### src/rtl/dp_ram_pkg.sv
// rtl/dp_ram_pkg.sv - shared types and constants for the pipelined dual-port RAM
// Contents: FSM state type and encodings (INIT/RUN), read-during-write mode constants.
package dp_ram_pkg;

   typedef logic [0:0] state_t;

   localparam state_t ST_INIT = 1'b0;
   localparam state_t ST_RUN  = 1'b1;

   localparam int RDW_OLD = 0;
   localparam int RDW_NEW = 1;

endpackage

### src/rtl/dp_ram_mem.sv
// rtl/dp_ram_mem.sv - storage array with one byte-enabled write port and one synchronous read port
// Ports: clk; we/waddr/wdata/wbe write port; re/raddr read request; rdata registered read word.
// No reset: contents and rdata are only defined once written / read.
module dp_ram_mem #(
   parameter int DATA_W = 16,
   parameter int ADDR_W = 5
) (
   input  logic                  clk,
   input  logic                  we,
   input  logic [ADDR_W-1:0]     waddr,
   input  logic [DATA_W-1:0]     wdata,
   input  logic [DATA_W/8-1:0]   wbe,
   input  logic                  re,
   input  logic [ADDR_W-1:0]     raddr,
   output logic [DATA_W-1:0]     rdata
);

   localparam int DEPTH = 1 << ADDR_W;
   localparam int NB    = DATA_W / 8;

   logic [DATA_W-1:0] mem [DEPTH];

   // Non-blocking read and write in one block: a same-address read sees the
   // pre-write word (read-before-write).
   always_ff @(posedge clk) begin
      if (we) begin
         for (int k = 0; k < NB; k++) begin
            if (wbe[k]) begin
               mem[waddr][8*k +: 8] <= wdata[8*k +: 8];
            end
         end
      end
      // rdata changes only on an accepted read, so it holds between reads.
      if (re) begin
         rdata <= mem[raddr];
      end
   end

endmodule

### src/rtl/dp_ram_pipe.sv
// rtl/dp_ram_pipe.sv - dual-port RAM with init sweep, byte enables, selectable read latency and RDW mode
// Ports: clk, rst (async, active low), en global enable;
//        wr_en/wr_addr/wr_data/wr_be write request; rd_en/rd_addr read request;
//        rd_data/rd_valid/collision read result; ready high after the init sweep.
module dp_ram_pipe
   import dp_ram_pkg::*;
#(
   parameter int DATA_W     = 16,
   parameter int ADDR_W     = 5,
   parameter int RD_LATENCY = 1,
   parameter int RDW_MODE   = RDW_OLD
) (
   input  logic                  clk,
   input  logic                  rst,
   input  logic                  en,
   input  logic                  wr_en,
   input  logic [ADDR_W-1:0]     wr_addr,
   input  logic [DATA_W-1:0]     wr_data,
   input  logic [DATA_W/8-1:0]   wr_be,
   input  logic                  rd_en,
   input  logic [ADDR_W-1:0]     rd_addr,
   output logic [DATA_W-1:0]     rd_data,
   output logic                  rd_valid,
   output logic                  collision,
   output logic                  ready
);

   localparam int NB = DATA_W / 8;

   if ((DATA_W % 8) != 0 || DATA_W < 8) begin : g_bad_data_w
      $error("dp_ram_pipe: DATA_W must be a multiple of 8 and at least 8");
   end
   if (RD_LATENCY != 1 && RD_LATENCY != 2) begin : g_bad_latency
      $error("dp_ram_pipe: RD_LATENCY must be 1 or 2");
   end

   state_t            state;
   logic [ADDR_W-1:0] clr_cnt;

   logic              wr_acc;
   logic              rd_acc;
   logic              collide_now;

   logic              mem_we;
   logic [ADDR_W-1:0] mem_waddr;
   logic [DATA_W-1:0] mem_wdata;
   logic [NB-1:0]     mem_wbe;
   logic [DATA_W-1:0] mem_rdata;

   logic              v1;
   logic              col1;
   logic              have1;
   logic [DATA_W-1:0] fwd_data1;
   logic [NB-1:0]     fwd_be1;
   logic [DATA_W-1:0] d1;

   assign ready       = (state == ST_RUN);
   assign wr_acc      = en & wr_en & ready;
   assign rd_acc      = en & rd_en & ready;
   assign collide_now = rd_acc & wr_acc & (rd_addr == wr_addr);

   // Init sweep: one word zeroed per cycle, RUN entered after the last address.
   always_ff @(posedge clk or negedge rst) begin
      if (!rst) begin
         state   <= ST_INIT;
         clr_cnt <= '0;
      end else if (state == ST_INIT) begin
         clr_cnt <= clr_cnt + ADDR_W'(1);
         if (&clr_cnt) begin
            state <= ST_RUN;
         end
      end
   end

   // The sweep owns the write port during INIT; user writes are locked out by ready.
   always_comb begin
      mem_we    = wr_acc;
      mem_waddr = wr_addr;
      mem_wdata = wr_data;
      mem_wbe   = wr_be;
      if (state == ST_INIT) begin
         mem_we    = 1'b1;
         mem_waddr = clr_cnt;
         mem_wdata = '0;
         mem_wbe   = '1;
      end
   end

   dp_ram_mem #(
      .DATA_W (DATA_W),
      .ADDR_W (ADDR_W)
   ) u_mem (
      .clk   (clk),
      .we    (mem_we),
      .waddr (mem_waddr),
      .wdata (mem_wdata),
      .wbe   (mem_wbe),
      .re    (rd_acc),
      .raddr (rd_addr),
      .rdata (mem_rdata)
   );

   // Stage 1 runs alongside the array read. In new-data mode a colliding write's
   // enabled bytes are remembered and patched over the pre-write word. The
   // forwarding fields only load on an accepted read so d1 holds with the array output.
   always_ff @(posedge clk or negedge rst) begin
      if (!rst) begin
         v1        <= 1'b0;
         col1      <= 1'b0;
         have1     <= 1'b0;
         fwd_data1 <= '0;
         fwd_be1   <= '0;
      end else begin
         v1   <= rd_acc;
         col1 <= collide_now;
         if (rd_acc) begin
            have1     <= 1'b1;
            fwd_data1 <= wr_data;
            fwd_be1   <= (RDW_MODE == RDW_NEW && collide_now) ? wr_be : '0;
         end
      end
   end

   // have1 masks the unreset array output until the first read since reset.
   always_comb begin
      d1 = have1 ? mem_rdata : '0;
      for (int k = 0; k < NB; k++) begin
         if (fwd_be1[k]) begin
            d1[8*k +: 8] = fwd_data1[8*k +: 8];
         end
      end
   end

   if (RD_LATENCY == 1) begin : g_lat1
      assign rd_valid  = v1;
      assign collision = col1;
      assign rd_data   = d1;
   end else begin : g_lat2
      logic              v2;
      logic              col2;
      logic [DATA_W-1:0] d2;

      always_ff @(posedge clk or negedge rst) begin
         if (!rst) begin
            v2   <= 1'b0;
            col2 <= 1'b0;
            d2   <= '0;
         end else begin
            v2   <= v1;
            col2 <= col1;
            if (v1) begin
               d2 <= d1;
            end
         end
      end

      assign rd_valid  = v2;
      assign collision = col2;
      assign rd_data   = d2;
   end

endmodule

### config.mk
export PLATFORM = sky130hd
export DESIGN_NAME = dp_ram_pipe
export DESIGN_NICKNAME = d
export VERILOG_FILES = /design/src/rtl/dp_ram_pkg.sv /design/src/rtl/dp_ram_mem.sv /design/src/rtl/dp_ram_pipe.sv
export SDC_FILE = /design/constraint.sdc
export NUM_CORES = 1
export LEC_CHECK = 0
export ABC_AREA = 0
export ABC_CLOCK_PERIOD_IN_PS = 2100
export CAP_MARGIN = 20
export CORE_AREA = 2 2 199 201
export CTS_CLUSTER_SIZE = 16
export DETAILED_ROUTE_END_ITERATION = 10
export DIE_AREA = 0 0 201 203
export PLACE_DENSITY_LB_ADDON = 0.08
export SETUP_SLACK_MARGIN = 0.5
export SYNTH_ARGS = -nofsm -noshare
export SYNTH_HDL_FRONTEND = slang
export SYNTH_SLANG_ARGS = --single-unit
export TNS_END_PERCENT = 30
### constraint.sdc
create_clock -name clk -period 2.1 [get_ports clk]
set_input_delay 0.315 -clock clk [delete_from_list [all_inputs] [get_ports clk]]
set_output_delay 0.315 -clock clk [all_outputs]
set_load 0.02 [all_outputs]
==> results by group, run 1 <==
Drt
  • Via count: between 10000 and 15000
  • DR DRC count: 0
  • DRT Pass-1 Iters: 5
  • Initial drt markers: approximately 950
  • Routed wire length: between 50000 and 60000 um
  • Routed len/inst: around 25 um
  • Post-DR vias/cell: 5.825
  • Antenna-violating nets left: 0

Die
  • Ports: 52
  • FP Rows: 72
  • Initial Util: 0.5576
  • Die Width: 201 um
  • Core area: between 0.03 and 0.04 mm2
  • Die area: a little over 0.04 mm2
  • Die height: 203 um

Logic synthesis
  • Yosys Warn Count: 0
  • Syn avg cell area: 16.94 um2
  • Yosys cell types: 33
  • Synth Net Count: 1301
  • Yosys top cell by area: edfxtp_1
  • Netlist Area Pre-Place: 0.02145 mm2
  • Share of synthesized registers carrying an async set or reset: 0.01676
  • Cell count after synthesis: 1266
  • Top_reg_cell synth: edfxtp_1
  • Sequential area share after synthesis: 0.7497
  • Dominant cells by area after synthesis: edfxtp_1 74%, mux2i_1 12%, a22oi_1 2.2%, a22o_1 1.3%, nor2_1 1.2%
  • Top-area cell type share of the netlist area: 0.7392
  • Synth Register Bits: 537
  • Synth top cells by count: 528 x edfxtp_1, 258 x mux2i_1, 66 x nor2_1
  • EDFF count, synth: 528
  • Top-count cell post-synth: edfxtp_1

Timing
  • Tightest Pin Transition: 0.5113 ns
  • Pins Over Slew Limit: 0
  • Skew final: 0.02353 ns
  • Crit share post-route: 0.8975
  • Setup TNS: 0 ns
  • FMAX: around 530 MHz
  • Post-layout minimum cycle time: 1.885 ns
  • Unrepaired setup endpoints after global routing: yes
  • Final Setup Violations: 0
  • Slew margin rel.: 0.6580
  • Final Hold Viols: 0

Global route
  • First-pass GRT wire length: 75170 um
  • Busiest grt layer: met2
  • GRT met3 Usage: 0.03756
  • Via count of the first global-routing pass: 12161
  • Largest net degree at the start of global routing: 41
  • Grt met2 use: 0.4205
  • GR Util met1: 0.3438
  • All-Layer GR Usage: 0.2514
  • GRT Residual Overflow: 0
  • Initial antenna violation count: 0

Critical path
  • WS Path Type: register to register
  • Worst path max stage delay: 0.42 ns
  • Crit Path Max Fanout: 12
  • CP Buf/Inv Count: 3
  • CP required: between 2 and 2.5 ns
  • Critical path endpoint category: register
  • Slowest stage cell, crit path: dfrtp_2
  • Worst Path Arrival: 2.17 ns
  • CP Cell Sequence: buf_12 -> mux2_4 -> nor2_2 -> nand2_1 -> buf_12 -> nor2_2 -> buf_12
  • Setup crit start kind: register
  • Cell family with most CP delay: buffers and inverters
  • Cell mode on critical path: buf_12

Power and ir drop
  • Clock share of power: 0.405
  • Power density cells: 841.5 mW/mm2
  • Pint: 17.59 mW
  • Combinational share of power: 0.063
  • P_sw: between 4 and 5 mW
  • Sw frac: 0.2077
  • Leakage: 9.350 nW
  • Sequential power share: 0.532
  • Peak VDD IR: 0.0007286 V

CTS
  • Cts hold-fix bufs: 0
  • Reg clk slew, reported paths: 0.06 ns
  • Clk buf depth: 3
  • CTS tree: built
  • # H-tree levels: 2
  • Inserted Clock Buffers: 52
  • Root buffer cell: clkbuf_16
  • Clock sink total: 537
  • Clk_lat worst skew: roughly 0.59 ns

Placed design
  • GPL Wtd Cong: approximately 0.83
  • Detailed Place HPWL: about 32000 um
  • Buffers added on ports: 51

Final layout
  • # nets final: 1514
  • Layout area overhead: 23.01%
  • Filler Cells Inserted: between 2000 and 3000
  • Fraction of layout cells with a size suffix above 1: 0.2376
  • Ant diodes: 0
  • Utilization after layout: 0.6859

Outcome
  • Status: finished, final reports clean

Run
  • Max-cap check violation count: 0

Worst hold path
  • Min-Delay Path Class: primary input to asynchronous set/reset pin
-- flip-flops by register name, summed over array words and instances, names as in the netlist --
| name | flops |
|---|---|
| u_mem.rdata | 16 |
| u_mem.mem | 512 |
| ready | 1 |
| clr_cnt | 5 |
| collision | 1 |
| have1 | 1 |
| rd_valid | 1 |
-- per-stage QoR --
step,std cells,power (mW),setup slack [ns],area (um2),hold WS [ns]
2_1_floorplan,1266,12.79,0.1242,21670,0.01941
3_3_place_gp,1938,13.40,-0.3847,24480,0.4740
3_5_place_dp,1938,13.41,-0.4150,24480,0.4765
4_1_cts,2031,22.31,0.1996,26220,0.05118
5_1_grt,2033,22.82,0.1700,26380,0.08040
6_report,2033,22.20,0.2153,26380,0.06868
-- kinds of logic after synthesis --
group / after synthesis / synth area share
AOI/OAI and AO/OA: 150 / 0.04982
xor gates and xnor gates: 8 / 0.003267
adders and majority gates: 2 / 0.001167
buffers and inverters: 74 / 0.02211
DFF: 537 / 0.7497
muxes: 261 / 0.1220
and+or+nand+nor: 234 / 0.05192
-- timing repair --
action | CTS | global route
pin swaps | 0 | 4
endpoints found under the setup margin | 740 | 548
gates resized for setup | 102 | 28
setup buffers | 3 | 2
hold endpoints to repair | 0 | 0
cloned | 0 | 0
-- cell type report --
cell class,instances,area [um2],area share
inverter,3,11.26,0.0004268
multi-input combinational,655,5338,0.2023
sequential,537,16090,0.6097
timing repair buffer,230,2670,0.1012
tap,518,648.1,0.02457
clock inverter,21,203.9,0.007730
clock buffer,69,1426,0.05406
-- worst paths after layout --
kind                            slack [ns]                    endpoint  depth (start not counted)                    from
worst max-delay path                  0.22  u_mem.mem[20][9]$_DFFE_PP_                          7         ready$_DFF_PN0_
worst min-delay path                  0.07         collision$_DFF_PN0_                          1                     rst
worst max register to register        0.22  u_mem.mem[20][9]$_DFFE_PP_                          7         ready$_DFF_PN0_
worst min register to register        0.48      clr_cnt[2]$_DFFE_PN0N_                          1  clr_cnt[2]$_DFFE_PN0N_
max in group asynchronous             1.65           have1$_DFFE_PN0P_                          1                     rst
min in group clk                      0.35         collision$_DFF_PN0_                          3                   wr_en
-- power groups by stage --
stage          sequential [mW]  clock (mW)  combinational (mW)
2_1_floorplan             12.0           0               0.751
3_3_place_gp              12.0           0                1.35
3_5_place_dp              12.0           0                1.37
4_1_cts                   11.8        9.12                1.38
5_1_grt                   11.8        9.53                1.48
6_report                  11.8        8.99                1.39
-- layout by cell type (no fill, tap or decap), drive strengths merged, types with 6 or more instances in the layout --
cell | Yosys | final
a31oi | 16 | 16
nand3 | 39 | 39
clkbuf | 13 | 69
clkdlybuf4s50 | 0 | 33
nand4 | 16 | 16
a22o | 32 | 32
nand2 | 49 | 49
buf | 58 | 197
a22oi | 64 | 64
a21oi | 33 | 33
edfxtp | 528 | 528
nor3 | 16 | 16
xnor2 | 6 | 6
and2 | 34 | 34
mux2i | 258 | 258
clkinv | 0 | 15
nor2 | 67 | 67
dfrtp | 9 | 9
-- per-layer routing --
metal  vias up  part of all wire
li1       5390                 -
met1      5997              0.42
met2       393              0.50
met3        62             0.057
met4         0             0.021
met5         -                 0
Power figures use the tool's default switching activity.
==> run 2: changes to the inputs <==
--- a/config.mk
+++ b/config.mk
@@ -14,6 +14,7 @@
 export DIE_AREA = 0 0 201 203
 export PLACE_DENSITY_LB_ADDON = 0.08
 export SETUP_SLACK_MARGIN = 0.5
+export SKIP_LAST_GASP = 1
 export SYNTH_ARGS = -nofsm -noshare
 export SYNTH_HDL_FRONTEND = slang
 export SYNTH_SLANG_ARGS = --single-unit
==> results of run 2 <==
No change in the layout: final DEF, timing and power equal those of run 1.
==> run 3: changes to the inputs <==
--- a/config.mk
+++ b/config.mk
@@ -8,10 +8,11 @@
 export ABC_AREA = 0
 export ABC_CLOCK_PERIOD_IN_PS = 2100
 export CAP_MARGIN = 20
-export CORE_AREA = 2 2 199 201
+export CORE_AREA = 2 2 197 199
 export CTS_CLUSTER_SIZE = 16
 export DETAILED_ROUTE_END_ITERATION = 10
-export DIE_AREA = 0 0 201 203
+export DIE_AREA = 0 0 199 201
+export DONT_BUFFER_PORTS = 1
 export PLACE_DENSITY_LB_ADDON = 0.08
 export SETUP_SLACK_MARGIN = 0.5
 export SKIP_LAST_GASP = 1
==> run 3 against run 2 <==
  * Non-clock buffer count down 137
  * Hold slack got worse by 0.023 ns
  * Setup slack lost 0.062 ns
  * Largest power group unchanged
==> results by group, run 3 (synthesized netlist as in run 1, its figures left out) <==
Final layout
  • Most common cell after layout, fill and taps aside: edfxtp_1
  • # nets final: 1377
  • Commonest non-fill, non-tap cells in the layout: 528 x edfxtp_1, 256 x mux2i_1, 64 x a22oi_1, 56 x buf_4, 53 x clkbuf_16
  • Register area: around 0.016 mm2
  • Multi-input combinational cell area: 0.005487 mm2
  • Layout area overhead: 16.82%
  • Top Registers: u_mem.mem x512, u_mem.rdata x16, clr_cnt x5
  • Max reg flops: roughly 510
  • Fraction of layout cells with a size suffix above 1: 0.1938
  • Top reg by flops: u_mem.mem
  • Filler Cells Inserted: about 2700
  • Final Instance Area: 0.02506 mm2

Global route
  • GRT Residual Overflow: 0
  • Via count of the first global-routing pass: 11420
  • Initial antenna violation count: 3
  • All-Layer GR Usage: 0.2546
  • First-pass GRT wire length: 72870 um
  • Largest net degree at the start of global routing: 258

Timing
  • Pins Over Slew Limit: 0
  • Crit share post-route: 0.9270
  • Unrepaired setup endpoints after global routing: yes
  • FMAX: 513.7 MHz
  • Slew margin rel.: 0.5836
  • Final Setup Violations: 0
  • Final WS setup: 0.1533 ns
  • Tightest Pin Transition: 0.6246 ns
  • Post-layout minimum cycle time: 1.947 ns
  • Skew final: around 0.014 ns
  • Final Hold Viols: 0

CTS
  • Clock sink total: ~540
  • Clk buf depth: 3
  • Inserted Clock Buffers: 52
  • # H-tree levels: 2
  • Clk_lat worst skew: around 0.59 ns
  • Root buffer cell: clkbuf_16
  • CTS tree: built
  • Reg clk slew, reported paths: 0.06 ns

Power and ir drop
  • Peak VDD IR: 0.0006497 V
  • Leakage: ~8.7 nW
  • Power density cells: 908.0 mW/mm2

Die
  • Core area: ~0.038 mm2
  • Die height: 201 um
  • Die Width: 199 um
  • Initial Util: 0.5628
  • Ports: between 50 and 60
  • FP Rows: 72
  • Die area: between 0.03 and 0.04 mm2

Drt
  • Via count: 11450
  • DR DRC count: 0
  • Routed len/inst: 25.88 um
  • Initial drt markers: approximately 1300
  • Antenna-violating nets left: 0
  • Routed wire length: 49230 um
  • Post-DR vias/cell: 6.020
  • DRT Pass-1 Iters: 5

Critical path
  • Critical path endpoint category: register
  • WS Path Type: register to register
  • Crit Path Max Fanout: 8
  • CP required: between 2 and 2.5 ns
  • Worst Path Arrival: 2.24 ns
  • Setup crit start kind: register

Worst hold path
  • Min-Delay Path Class: primary input to register

Placed design
  • Detailed Place HPWL: just under 30000 um
  • GPL Wtd Cong: 0.8581
  • Post-DP Area: 0.02253 mm2
  • Dpl ws: -0.04851 ns
  • Buffers added on ports: 0

Run
  • Max-cap check violation count: 0

Outcome
  • Status: finished, final reports clean
-- run 3: cell type report --
type                       instances  area share
antenna                            1  0.00009987
inverter                           3   0.0004494
clock inverter                    37     0.01813
multi-input combinational        655      0.2190
clock buffer                      58     0.05488
tap                              518     0.02587
timing repair buffer              93     0.03965
sequential                       537      0.6420
-- run 3: repair_timing --
action                                  CTS  global route
endpoints found under the setup margin  982          1056
gates cloned                              1             0
gates resized for setup                  67            35
setup buffers                             7             3
hold buffers                             10             0
hold endpoints to repair                 10             0
pin swaps                                10             8
-- run 3: path summary, 6_finish.rpt --
| kind | startpoint | depth (start not counted) | to | slack (ns) |
|---|---|---|---|---|
| setup / recovery | ready$_DFF_PN0_ | 6 | u_mem.mem[24][0]$_DFFE_PP_ | 0.15 |
| hold / removal | rd_addr[3] | 2 | u_mem.rdata[2]$_DFFE_PP_ | 0.05 |
| setup reg to reg | ready$_DFF_PN0_ | 6 | u_mem.mem[24][0]$_DFFE_PP_ | 0.15 |
| hold reg to reg | clr_cnt[2]$_DFFE_PN0N_ | 1 | clr_cnt[2]$_DFFE_PN0N_ | 0.53 |
| max in group asynchronous | rst | 1 | clr_cnt[1]$_DFFE_PN0N_ | 1.63 |
| min in group asynchronous | rst | 1 | rd_valid$_DFF_PN0_ | 0.11 |
-- run 3: power by group --
group / switching [mW] / internal, mW
clock: 3.93 / 5.95
combinational: 0.668 / 0.404
sequential: 0.00596 / 11.8
-- run 3: metal layers --
layer  global-route usage  share of wire  vias up
li1                     -              -     5138
met1               0.3795           0.44     5786
met2               0.3829           0.46      441
met3              0.04822          0.077       85
met4              0.08156          0.027        0
met5                    0              0        -
-- run 3: through the flow --
step | cells | setup TNS, ns | power (mW) | util | hold slack (ns)
after floorplan | 1266 | 0 | 12.79 | - | 0.01941
final | 1902 | 0 | 22.75 | 0.6575 | 0.04567
after global placement | 1785 | 0 | 13.01 | 0.5911 | 0.01960
after global routing | 1902 | 0 | 23.38 | 0.6575 | 0.03783
after detailed placement | 1785 | -1.917 | 13.02 | 0.5911 | 0.01961
after CTS | 1898 | 0 | 22.84 | 0.6525 | 0.03174
-- run 3: worst max-delay path, stage by stage (launching register included) --
cell and delay [ns]:
dfrtp_2 0.50, buf_6 0.17, mux2i_4 0.18, nor2_2 0.17, nand2_2 0.23, nor2_1 0.19, buf_4 0.19
